## src/rtl/inst_axi_bridge_if.sv

```systemverilog
// Fetch-side request/response signals and the AXI4 read channels of the instruction bridge.
// The slave modport is the bridge; the master modport is whatever drives it (core plus memory).
interface inst_axi_bridge_if;
  // Fetch side
  logic        inst_req;
  logic        inst_cache;
  logic [31:0] inst_addr;
  logic        inst_addr_ok;
  logic [31:0] inst_rdata;
  logic        inst_data_ok;
  logic        cancel;

  // AXI read address channel
  logic [3:0]  arid;
  logic [31:0] araddr;
  logic [7:0]  arlen;
  logic [2:0]  arsize;
  logic [1:0]  arburst;
  logic [3:0]  arcache;
  logic        arvalid;
  logic        arready;

  // AXI read data channel
  logic [3:0]  rid;
  logic [31:0] rdata;
  logic [1:0]  rresp;
  logic        rlast;
  logic        rvalid;
  logic        rready;

  logic [31:0] perfcnt_inst_busy;

  modport slave (
    input  inst_req, inst_cache, inst_addr, cancel,
    input  arready, rid, rdata, rresp, rlast, rvalid,
    output inst_addr_ok, inst_rdata, inst_data_ok,
    output arid, araddr, arlen, arsize, arburst, arcache, arvalid, rready,
    output perfcnt_inst_busy
  );

  modport master (
    output inst_req, inst_cache, inst_addr, cancel,
    output arready, rid, rdata, rresp, rlast, rvalid,
    input  inst_addr_ok, inst_rdata, inst_data_ok,
    input  arid, araddr, arlen, arsize, arburst, arcache, arvalid, rready,
    input  perfcnt_inst_busy
  );
endinterface

```

## src/rtl/inst_axi_bridge.sv

```systemverilog
// Instruction fetch to AXI4 read bridge: up to DEPTH in-order outstanding single-beat reads,
// with a cancel that discards every response still in flight.
module inst_axi_bridge #(
  parameter int         DEPTH = 4,
  parameter logic [3:0] ARID  = 4'd0,
  localparam int        CW    = $clog2(DEPTH + 1)
) (
  input  logic          clk,
  input  logic          resetn,
  inst_axi_bridge_if.slave bus,
  output logic [CW-1:0] cnt_o,
  output logic [CW-1:0] drop_cnt_o
);
  // Handshakes: a fetch is accepted in a cycle with inst_req && inst_addr_ok; AR transfers on
  // arvalid && arready and arvalid never drops before that; an R beat counts on rvalid && rlast
  // (rready is tied high); inst_data_ok is a one-cycle pulse qualifying inst_rdata.

  logic [CW-1:0] cnt_q, cnt_d;
  logic [CW-1:0] drop_q, drop_d;
  logic          arvalid_q;
  logic [31:0]   araddr_q;
  logic [3:0]    arcache_q;
  logic          data_ok_q;
  logic [31:0]   rdata_q;
  logic [31:0]   perf_q;
  logic          addr_fire, r_fire, deliver;

  assign bus.inst_addr_ok = bus.inst_req && !bus.cancel && (cnt_q < CW'(DEPTH)) &&
                            (!arvalid_q || bus.arready);
  assign addr_fire = bus.inst_req && bus.inst_addr_ok;
  assign r_fire    = bus.rvalid && bus.rready && bus.rlast;
  assign deliver   = r_fire && (drop_q == '0) && !bus.cancel;

  always_comb begin
    cnt_d = cnt_q;
    if (addr_fire && !r_fire)
      cnt_d = cnt_q + 1'b1;
    else if (!addr_fire && r_fire && cnt_q != '0)
      cnt_d = cnt_q - 1'b1;
  end

  // Cancel blocks acceptance, so the drop count matches the post-cycle outstanding count.
  always_comb begin
    drop_d = drop_q;
    if (bus.cancel)
      drop_d = (r_fire && cnt_q != '0) ? cnt_q - 1'b1 : (r_fire ? '0 : cnt_q);
    else if (r_fire && drop_q != '0)
      drop_d = drop_q - 1'b1;
  end

  always_ff @(posedge clk or negedge resetn) begin
    if (!resetn) begin
      cnt_q     <= '0;
      drop_q    <= '0;
      arvalid_q <= 1'b0;
      araddr_q  <= '0;
      arcache_q <= '0;
      data_ok_q <= 1'b0;
      rdata_q   <= '0;
      perf_q    <= '0;
    end else begin
      cnt_q     <= cnt_d;
      drop_q    <= drop_d;
      data_ok_q <= deliver;
      if (deliver)
        rdata_q <= bus.rdata;
      if (addr_fire) begin
        arvalid_q <= 1'b1;
        araddr_q  <= bus.inst_addr;
        arcache_q <= bus.inst_cache ? 4'b1111 : 4'b0000;
      end else if (arvalid_q && bus.arready) begin
        arvalid_q <= 1'b0;
      end
      if (cnt_q != '0)
        perf_q <= perf_q + 32'd1;
    end
  end

  assign bus.arid              = ARID;
  assign bus.araddr            = araddr_q;
  assign bus.arlen             = 8'd0;
  assign bus.arsize            = 3'd2;
  assign bus.arburst           = 2'b01;
  assign bus.arcache           = arcache_q;
  assign bus.arvalid           = arvalid_q;
  assign bus.rready            = 1'b1;
  assign bus.inst_data_ok      = data_ok_q;
  assign bus.inst_rdata        = rdata_q;
  assign bus.perfcnt_inst_busy = perf_q;
  assign cnt_o                 = cnt_q;
  assign drop_cnt_o            = drop_q;
endmodule

```

## src/flat_wrapper.sv

```systemverilog
// flat-port wrapper written by rule: the top's interface ports become plain ports
module inst_axi_bridge_flat 
#(
  parameter int         DEPTH = 4,
  parameter logic [3:0] ARID  = 4'd0,
  localparam int        CW    = $clog2(DEPTH + 1)
)
  (clk, resetn, cnt_o, drop_cnt_o, bus_inst_req, bus_inst_cache, bus_inst_addr, bus_cancel, bus_arready, bus_rid, bus_rdata, bus_rresp, bus_rlast, bus_rvalid, bus_inst_addr_ok, bus_inst_rdata, bus_inst_data_ok, bus_arid, bus_araddr, bus_arlen, bus_arsize, bus_arburst, bus_arcache, bus_arvalid, bus_rready, bus_perfcnt_inst_busy);
  inst_axi_bridge_if bus_i ();
  input  logic clk;
  input  logic resetn;
  output logic [CW-1:0] cnt_o;
  output logic [CW-1:0] drop_cnt_o;
  input wire logic [$bits(bus_i.inst_req)-1:0] bus_inst_req;
  input wire logic [$bits(bus_i.inst_cache)-1:0] bus_inst_cache;
  input wire logic [$bits(bus_i.inst_addr)-1:0] bus_inst_addr;
  input wire logic [$bits(bus_i.cancel)-1:0] bus_cancel;
  input wire logic [$bits(bus_i.arready)-1:0] bus_arready;
  input wire logic [$bits(bus_i.rid)-1:0] bus_rid;
  input wire logic [$bits(bus_i.rdata)-1:0] bus_rdata;
  input wire logic [$bits(bus_i.rresp)-1:0] bus_rresp;
  input wire logic [$bits(bus_i.rlast)-1:0] bus_rlast;
  input wire logic [$bits(bus_i.rvalid)-1:0] bus_rvalid;
  output wire logic [$bits(bus_i.inst_addr_ok)-1:0] bus_inst_addr_ok;
  output wire logic [$bits(bus_i.inst_rdata)-1:0] bus_inst_rdata;
  output wire logic [$bits(bus_i.inst_data_ok)-1:0] bus_inst_data_ok;
  output wire logic [$bits(bus_i.arid)-1:0] bus_arid;
  output wire logic [$bits(bus_i.araddr)-1:0] bus_araddr;
  output wire logic [$bits(bus_i.arlen)-1:0] bus_arlen;
  output wire logic [$bits(bus_i.arsize)-1:0] bus_arsize;
  output wire logic [$bits(bus_i.arburst)-1:0] bus_arburst;
  output wire logic [$bits(bus_i.arcache)-1:0] bus_arcache;
  output wire logic [$bits(bus_i.arvalid)-1:0] bus_arvalid;
  output wire logic [$bits(bus_i.rready)-1:0] bus_rready;
  output wire logic [$bits(bus_i.perfcnt_inst_busy)-1:0] bus_perfcnt_inst_busy;
  assign bus_i.inst_req = bus_inst_req;
  assign bus_i.inst_cache = bus_inst_cache;
  assign bus_i.inst_addr = bus_inst_addr;
  assign bus_i.cancel = bus_cancel;
  assign bus_i.arready = bus_arready;
  assign bus_i.rid = bus_rid;
  assign bus_i.rdata = bus_rdata;
  assign bus_i.rresp = bus_rresp;
  assign bus_i.rlast = bus_rlast;
  assign bus_i.rvalid = bus_rvalid;
  assign bus_inst_addr_ok = bus_i.inst_addr_ok;
  assign bus_inst_rdata = bus_i.inst_rdata;
  assign bus_inst_data_ok = bus_i.inst_data_ok;
  assign bus_arid = bus_i.arid;
  assign bus_araddr = bus_i.araddr;
  assign bus_arlen = bus_i.arlen;
  assign bus_arsize = bus_i.arsize;
  assign bus_arburst = bus_i.arburst;
  assign bus_arcache = bus_i.arcache;
  assign bus_arvalid = bus_i.arvalid;
  assign bus_rready = bus_i.rready;
  assign bus_perfcnt_inst_busy = bus_i.perfcnt_inst_busy;
  inst_axi_bridge #(.DEPTH(DEPTH), .ARID(ARID)) u_core (.clk(clk), .resetn(resetn), .bus(bus_i), .cnt_o(cnt_o), .drop_cnt_o(drop_cnt_o));
endmodule
```

## config.mk

```make
export PLATFORM = sky130hd
export DESIGN_NAME = inst_axi_bridge_flat
export DESIGN_NICKNAME = d
export VERILOG_FILES = /design/src/rtl/inst_axi_bridge_if.sv /design/src/rtl/inst_axi_bridge.sv /design/src/flat_wrapper.sv
export SDC_FILE = /design/constraint.sdc
export NUM_CORES = 1
export LEC_CHECK = 0
export CORE_MARGIN = 2
export CORE_UTILIZATION = 38
export CTS_CLUSTER_DIAMETER = 200
export DETAILED_ROUTE_END_ITERATION = 6
export PLACE_DENSITY_LB_ADDON = 0.15
export SYNTH_ARGS = -nofsm -noshare
export SYNTH_HDL_FRONTEND = slang
export SYNTH_SLANG_ARGS = --single-unit
```

## constraint.sdc

```tcl
create_clock -name clk -period 1.8 [get_ports clk]
set_clock_uncertainty 0.15 [all_clocks]
set_input_delay 0.18 -clock clk [delete_from_list [all_inputs] [get_ports clk]]
set_output_delay 0.18 -clock clk [all_outputs]
set_load 0.05 [all_outputs]
```

After elaboration in Yosys (flattened, before gate mapping):

Index checks and enable logic that the tools add are counted.

* register bits: 108
* latch bits: 0
* RAM bits: 0
* bits in read-only memories: 0
* input bits: 78
* memories: 0

* $add $sub $neg: 4
* multiply operators: 0
* divide/modulo/power cells: 0
* magnitude comparators: 1
* eq/ne operators: 0
* shift-type cells: 0
* multiplexer cells: 9
* bitwise gates (word level): 0
* reduce and logical (&&, ||, !) cells: 24

Operators by type and width (number)
* 32-bit by 1-bit adder with 32-bit output (second input constant): 1
* 3-bit two-way mux: 6
* 1-bit logical AND: 13
* 2-bit nonzero test: 3
* 3-bit nonzero test: 2
* 3-bit by 1-bit subtractor with 3-bit output (second input constant): 2
* 1-bit logical NOT: 4
* 4-bit two-way mux: 1
* 3-bit by 1-bit adder with 3-bit output (second input constant): 1
* 3-bit logical NOT: 1
* 3-bit < comparator (second input constant): 1
* 1-bit two-way mux: 2
* 1-bit logical OR: 1

Depth between registers and ports, before layout:

* depth after elaboration: 10
* gate-level depth with buffers: 7
* depth with buffers taken out: 7

Worst setup path after synthesis:

No wires, ideal clock.

* kind: reg-to-reg
* start: register u_core.cnt_q[0], in the netlist u_core.cnt_o[0]
* end: register u_core.perf_q[21], in the netlist u_core.bus.perfcnt_inst_busy[21]
* arrival time: 2.038 ns
* setup slack: -0.530 ns
* cell stages (with the launch flop): 8
* cell sequence: dfrtp_1 -> inv_1 -> ha_1 -> nor2b_1 -> nor3_2 -> and3_1 -> nand4_1 -> xnor2_1

* cells in the longest elaborated chain, start to end: 1

RTL lines
* start, declared: line inst_axi_bridge.sv:18 `logic [CW-1:0] cnt_q, cnt_d;`
* start signal, assigned: line inst_axi_bridge.sv:62 `cnt_q <= cnt_d;`
* 3-bit nonzero test: line inst_axi_bridge.sv:74 `if (cnt_q != '0)`
* end signal, assigned: line inst_axi_bridge.sv:75 `perf_q <= perf_q + 32'd1;`
* end, declared: line inst_axi_bridge.sv:25 `logic [31:0] perf_q;`

No other way between the ends.
A chain may end at the register's enable or synchronous reset.

Worst setup path after layout:

* start: register u_core.drop_q[1], in the netlist u_core.drop_cnt_o[1]
* end: register u_core.rdata_q[28], in the netlist u_core.bus.inst_rdata[28]

* cells in the longest elaborated chain, start to end: 3

RTL lines
* start, declared: line inst_axi_bridge.sv:19 `logic [CW-1:0] drop_q, drop_d;`
* start signal, assigned: line inst_axi_bridge.sv:63 `drop_q <= drop_d;`
* 3-bit logical NOT: line inst_axi_bridge.sv:32 `assign deliver = r_fire && (drop_q == '0) && !bus.cancel;`
* 1-bit logical AND (2 in a row): line inst_axi_bridge.sv:32
* end signal, assigned: line inst_axi_bridge.sv:66 `rdata_q <= bus.rdata;`
* end, declared: line inst_axi_bridge.sv:24 `logic [31:0] rdata_q;`

No other way between the ends.

==> out/summary.txt <==
status -> finished, final reports clean
Critical Path Start Type -> flip-flop
Yosys reg bits -> 105
clk_lat worst skew -> 0.34 ns
endpoints failing setup -> 0
max frequency -> 0.571 GHz
number of non-filler instances in the completed layout -> 788
Placement Setup Slack -> -0.121 ns
internal power -> 6.84 mW
Syn. warnings -> 0
routed wire length -> 10.9 mm
H-tree depth -> 3
GRT overflow -> 0
Seq/Total Area, Yosys -> 57.3%
Reg-to-Reg End -> u_core.bus.inst_rdata[28]
final net count -> 720
fin worst setup slack -> 0.0491 ns
Sequential Power Share -> 29.3%
initial core utilization -> 38.5%
Netlist cell types -> 43
n_diodes -> 0
CTS sink cnt -> 105
core area -> 11900 µm²
DR vias/cell -> 4.63
maximum vdd drop -> 0.00101 V
Die Ht -> 114 µm
post-route DRC violation count -> 0
FF-to-FF path depth -> 7
Root Driver -> clkbuf_16
Crit Path Class -> reg -> reg
Post-synth ARST share -> 100%
DR WL/cell -> 13.9 µm
Pleak -> 3.49 nW
Placer Congestion -> 0.772
Final period util -> 97.3%
largest net degree at the start of global routing -> 38
combinational share of power -> 53.6%
Buffers on Ports -> 180
initial antenna violation count -> 0
dpl cells -> 751
PD cells -> 1810 nW/µm²
Hold Crit Class -> in -> async
final core utilization -> 59.5%
syn avg cell area -> 11.0 µm²
hpwl dp -> 8.00 mm
cell area after synthesis -> 4590 µm²
vias in the first global route -> 3593
vias post-DR -> 3649
EDFF count, synth -> 0
FF-to-FF setup slack -> 0.05 ns
setup TNS -> 0 ns
clock share of power -> 17.0%
std cell rows -> 40
first-pass GRT wire length -> 17.5 mm
Max clock buf depth -> 2
critical path required time -> 1.88 ns
GRT Total Usage -> 17.1%
chip width -> 114 µm
worst r2r src -> u_core.drop_cnt_o[1]
CP endpoint kind -> flip-flop
final-report hold violation count -> 0
RSZ-0062 raised after global routing -> true
Switch Pwr -> 5.99 mW
total power -> 12.8 mW
Die ar. -> 13000 µm²
clock-pin slew on the worst setup and hold paths -> 0.07 ns
switching part of the total -> 46.7%
CTS buffer count -> 9
number of top-level pins -> 205
initial DRC count -> 163
worst-path maximum fanout -> 10
CTS tree -> done
share of cells above drive strength 1 -> 40.2%
post-layout minimum cycle time -> 1.75 ns
layout overhead on the synthesized area -> 54.4%
Max-Cap Viols -> 0
first-pass detailed-route iteration total -> 4
top_reg_cell synth -> dfrtp_1
antenna viol nets, final -> 0
WP data arrival -> 1.83 ns
Slew Limit Fails -> 0
Gate Count Post-Synth -> 419
[cells by family (layout without fill, tap and decap cells)]
logic type	after synthesis	count (layout)	synth area share, %
AOI/OAI and AO/OA	13	13	1.77
xor gates and xnor gates	33	33	6.30
adders and majority gates	6	6	1.64
buffers and inverters	39	245	5.10
DFF	105	105	57.3
muxes	32	32	7.85
other	2	18	0.164
and+or+nand+nor	189	189	19.9
[power groups by stage]
stage	registers, mW	logic, mW	clock network [mW]
after floorplan	6.76	1.64	0
after global placement	3.80	6.66	0
after detailed placement	3.81	6.73	0
after CTS	3.79	6.72	2.25
after global routing	3.90	7.23	2.35
final	3.77	6.88	2.18
[layer usage]
metal  up-vias  GRT usage, %  part of all wire [%]
met1      1745          22.0                    43
met3        14          4.68                   6.8
met2       119          28.0                    49
met5         -             0                     0
li1       1771             -                     -
met4         0          6.18                   1.4
[through the flow]
stage                     cell area (µm²)  hold WS (ns)
after detailed placement             6490        0.0281
after CTS                            6860         0.198
final                                7090         0.187
after floorplan                      4800        -0.266
after global routing                 7090         0.200
after global placement               6490        0.0323
[cell type report]
cell class,instances,area [µm²]
clock buffers,11,253
clock inverters,5,85.1
fillers,1026,4830
inverters,6,27.5
multi-input cells,291,1920
flip-flops and latches,105,2670
well taps,147,184
repair buffers,223,1950
[flip-flops by register name (all words and copies together), names as in the netlist]
name                          count
u_core.bus.arcache                1
u_core.bus.inst_data_ok           1
u_core.bus.inst_rdata            32
u_core.bus.araddr                32
u_core.bus.arvalid                1
u_core.cnt_o                      3
u_core.bus.perfcnt_inst_busy     32
u_core.drop_cnt_o                 3
[cell usage in the layout (no fill, tap or decap), types with 3 or more instances in the layout]
| cell | n |
|---|---|
| nand3_2 | 5 |
| nor2_1 | 8 |
| dfrtp_2 | 30 |
| nand4_1 | 8 |
| and3_1 | 5 |
| conb_1 | 18 |
| buf_12 | 4 |
| a21oi_1 | 3 |
| dlygate4sd2_1 | 4 |
| o21ai_0 | 3 |
| xnor2_1 | 21 |
| mux2_2 | 32 |
| ha_1 | 3 |
| clkdlybuf4s50_1 | 70 |
| dfrtp_1 | 75 |
| buf_4 | 140 |
| nor3_4 | 3 |
| nor2_2 | 4 |
| inv_2 | 3 |
| nand3_1 | 5 |
| clkbuf_16 | 11 |
| ha_4 | 3 |
| nand2_1 | 130 |
| and4_1 | 3 |
| xor2_1 | 12 |
[worst max-delay path, stage by stage, from the launching register on]
cell and delay, ns:
dfrtp_2 0.42, inv_2 0.08, ha_4 0.15, nand2b_4 0.06
nor3_4 0.16, buf_6 0.15, clkbuf_16 0.15, mux2_2 0.33
[repair_timing]
action | CTS | global route
hold buffers | 1 | 0
pin swaps | 0 | 15
setup endpoints to repair | 15 | 41
resized for setup | 8 | 12
cloned | 0 | 2
setup buffers | 2 | 16
endpoints found under the hold margin | 33 | 0
[worst max-delay path by stage]
| stage | slack, ns | to | start | depth (start not counted) |
|---|---|---|---|---|
| 2_1_floorplan | -0.10 | u_core.bus.inst_rdata[10] | u_core.drop_cnt_o[0] | 6 |
| 3_3_place_gp | -0.08 | u_core.bus.araddr[11] | bus_cancel | 7 |
| 3_5_place_dp | -0.12 | u_core.bus.araddr[11] | bus_cancel | 7 |
| 4_1_cts | 0.01 | u_core.bus.inst_rdata[30] | u_core.drop_cnt_o[1] | 6 |
| 5_1_grt | -0.08 | u_core.bus.perfcnt_inst_busy[24] | u_core.bus.perfcnt_inst_busy[0] | 6 |
| 6_report | 0.05 | u_core.bus.inst_rdata[28] | u_core.drop_cnt_o[1] | 7 |
[synthesized netlist by cell type, types with 2 or more instances]
master    number  area [µm²]
clkbuf_1       4        15.0
nand2b_1       2        12.5
nand2_1      130         488
mux2_2        32         360
xor2_1        12         105
and2_1         2        12.5
buf_2          7        35.0
inv_1          5        18.8
conb_1         2        7.51
nor3_1         2        10.0
buf_4         21         158
and3_1         6        37.5
ha_1           6        75.1
dfrtp_1      105        2630
a21oi_1        3        15.0
and4_1         3        26.3
xnor2_1       21         184
nor2_1        11        41.3
o21ai_0        3        15.0
nand4_1        8        50.1
nand3_1        8        40.0
nand3_2        3        30.0
nor3_2         3        30.0
(Power assumes the default switching activity.)
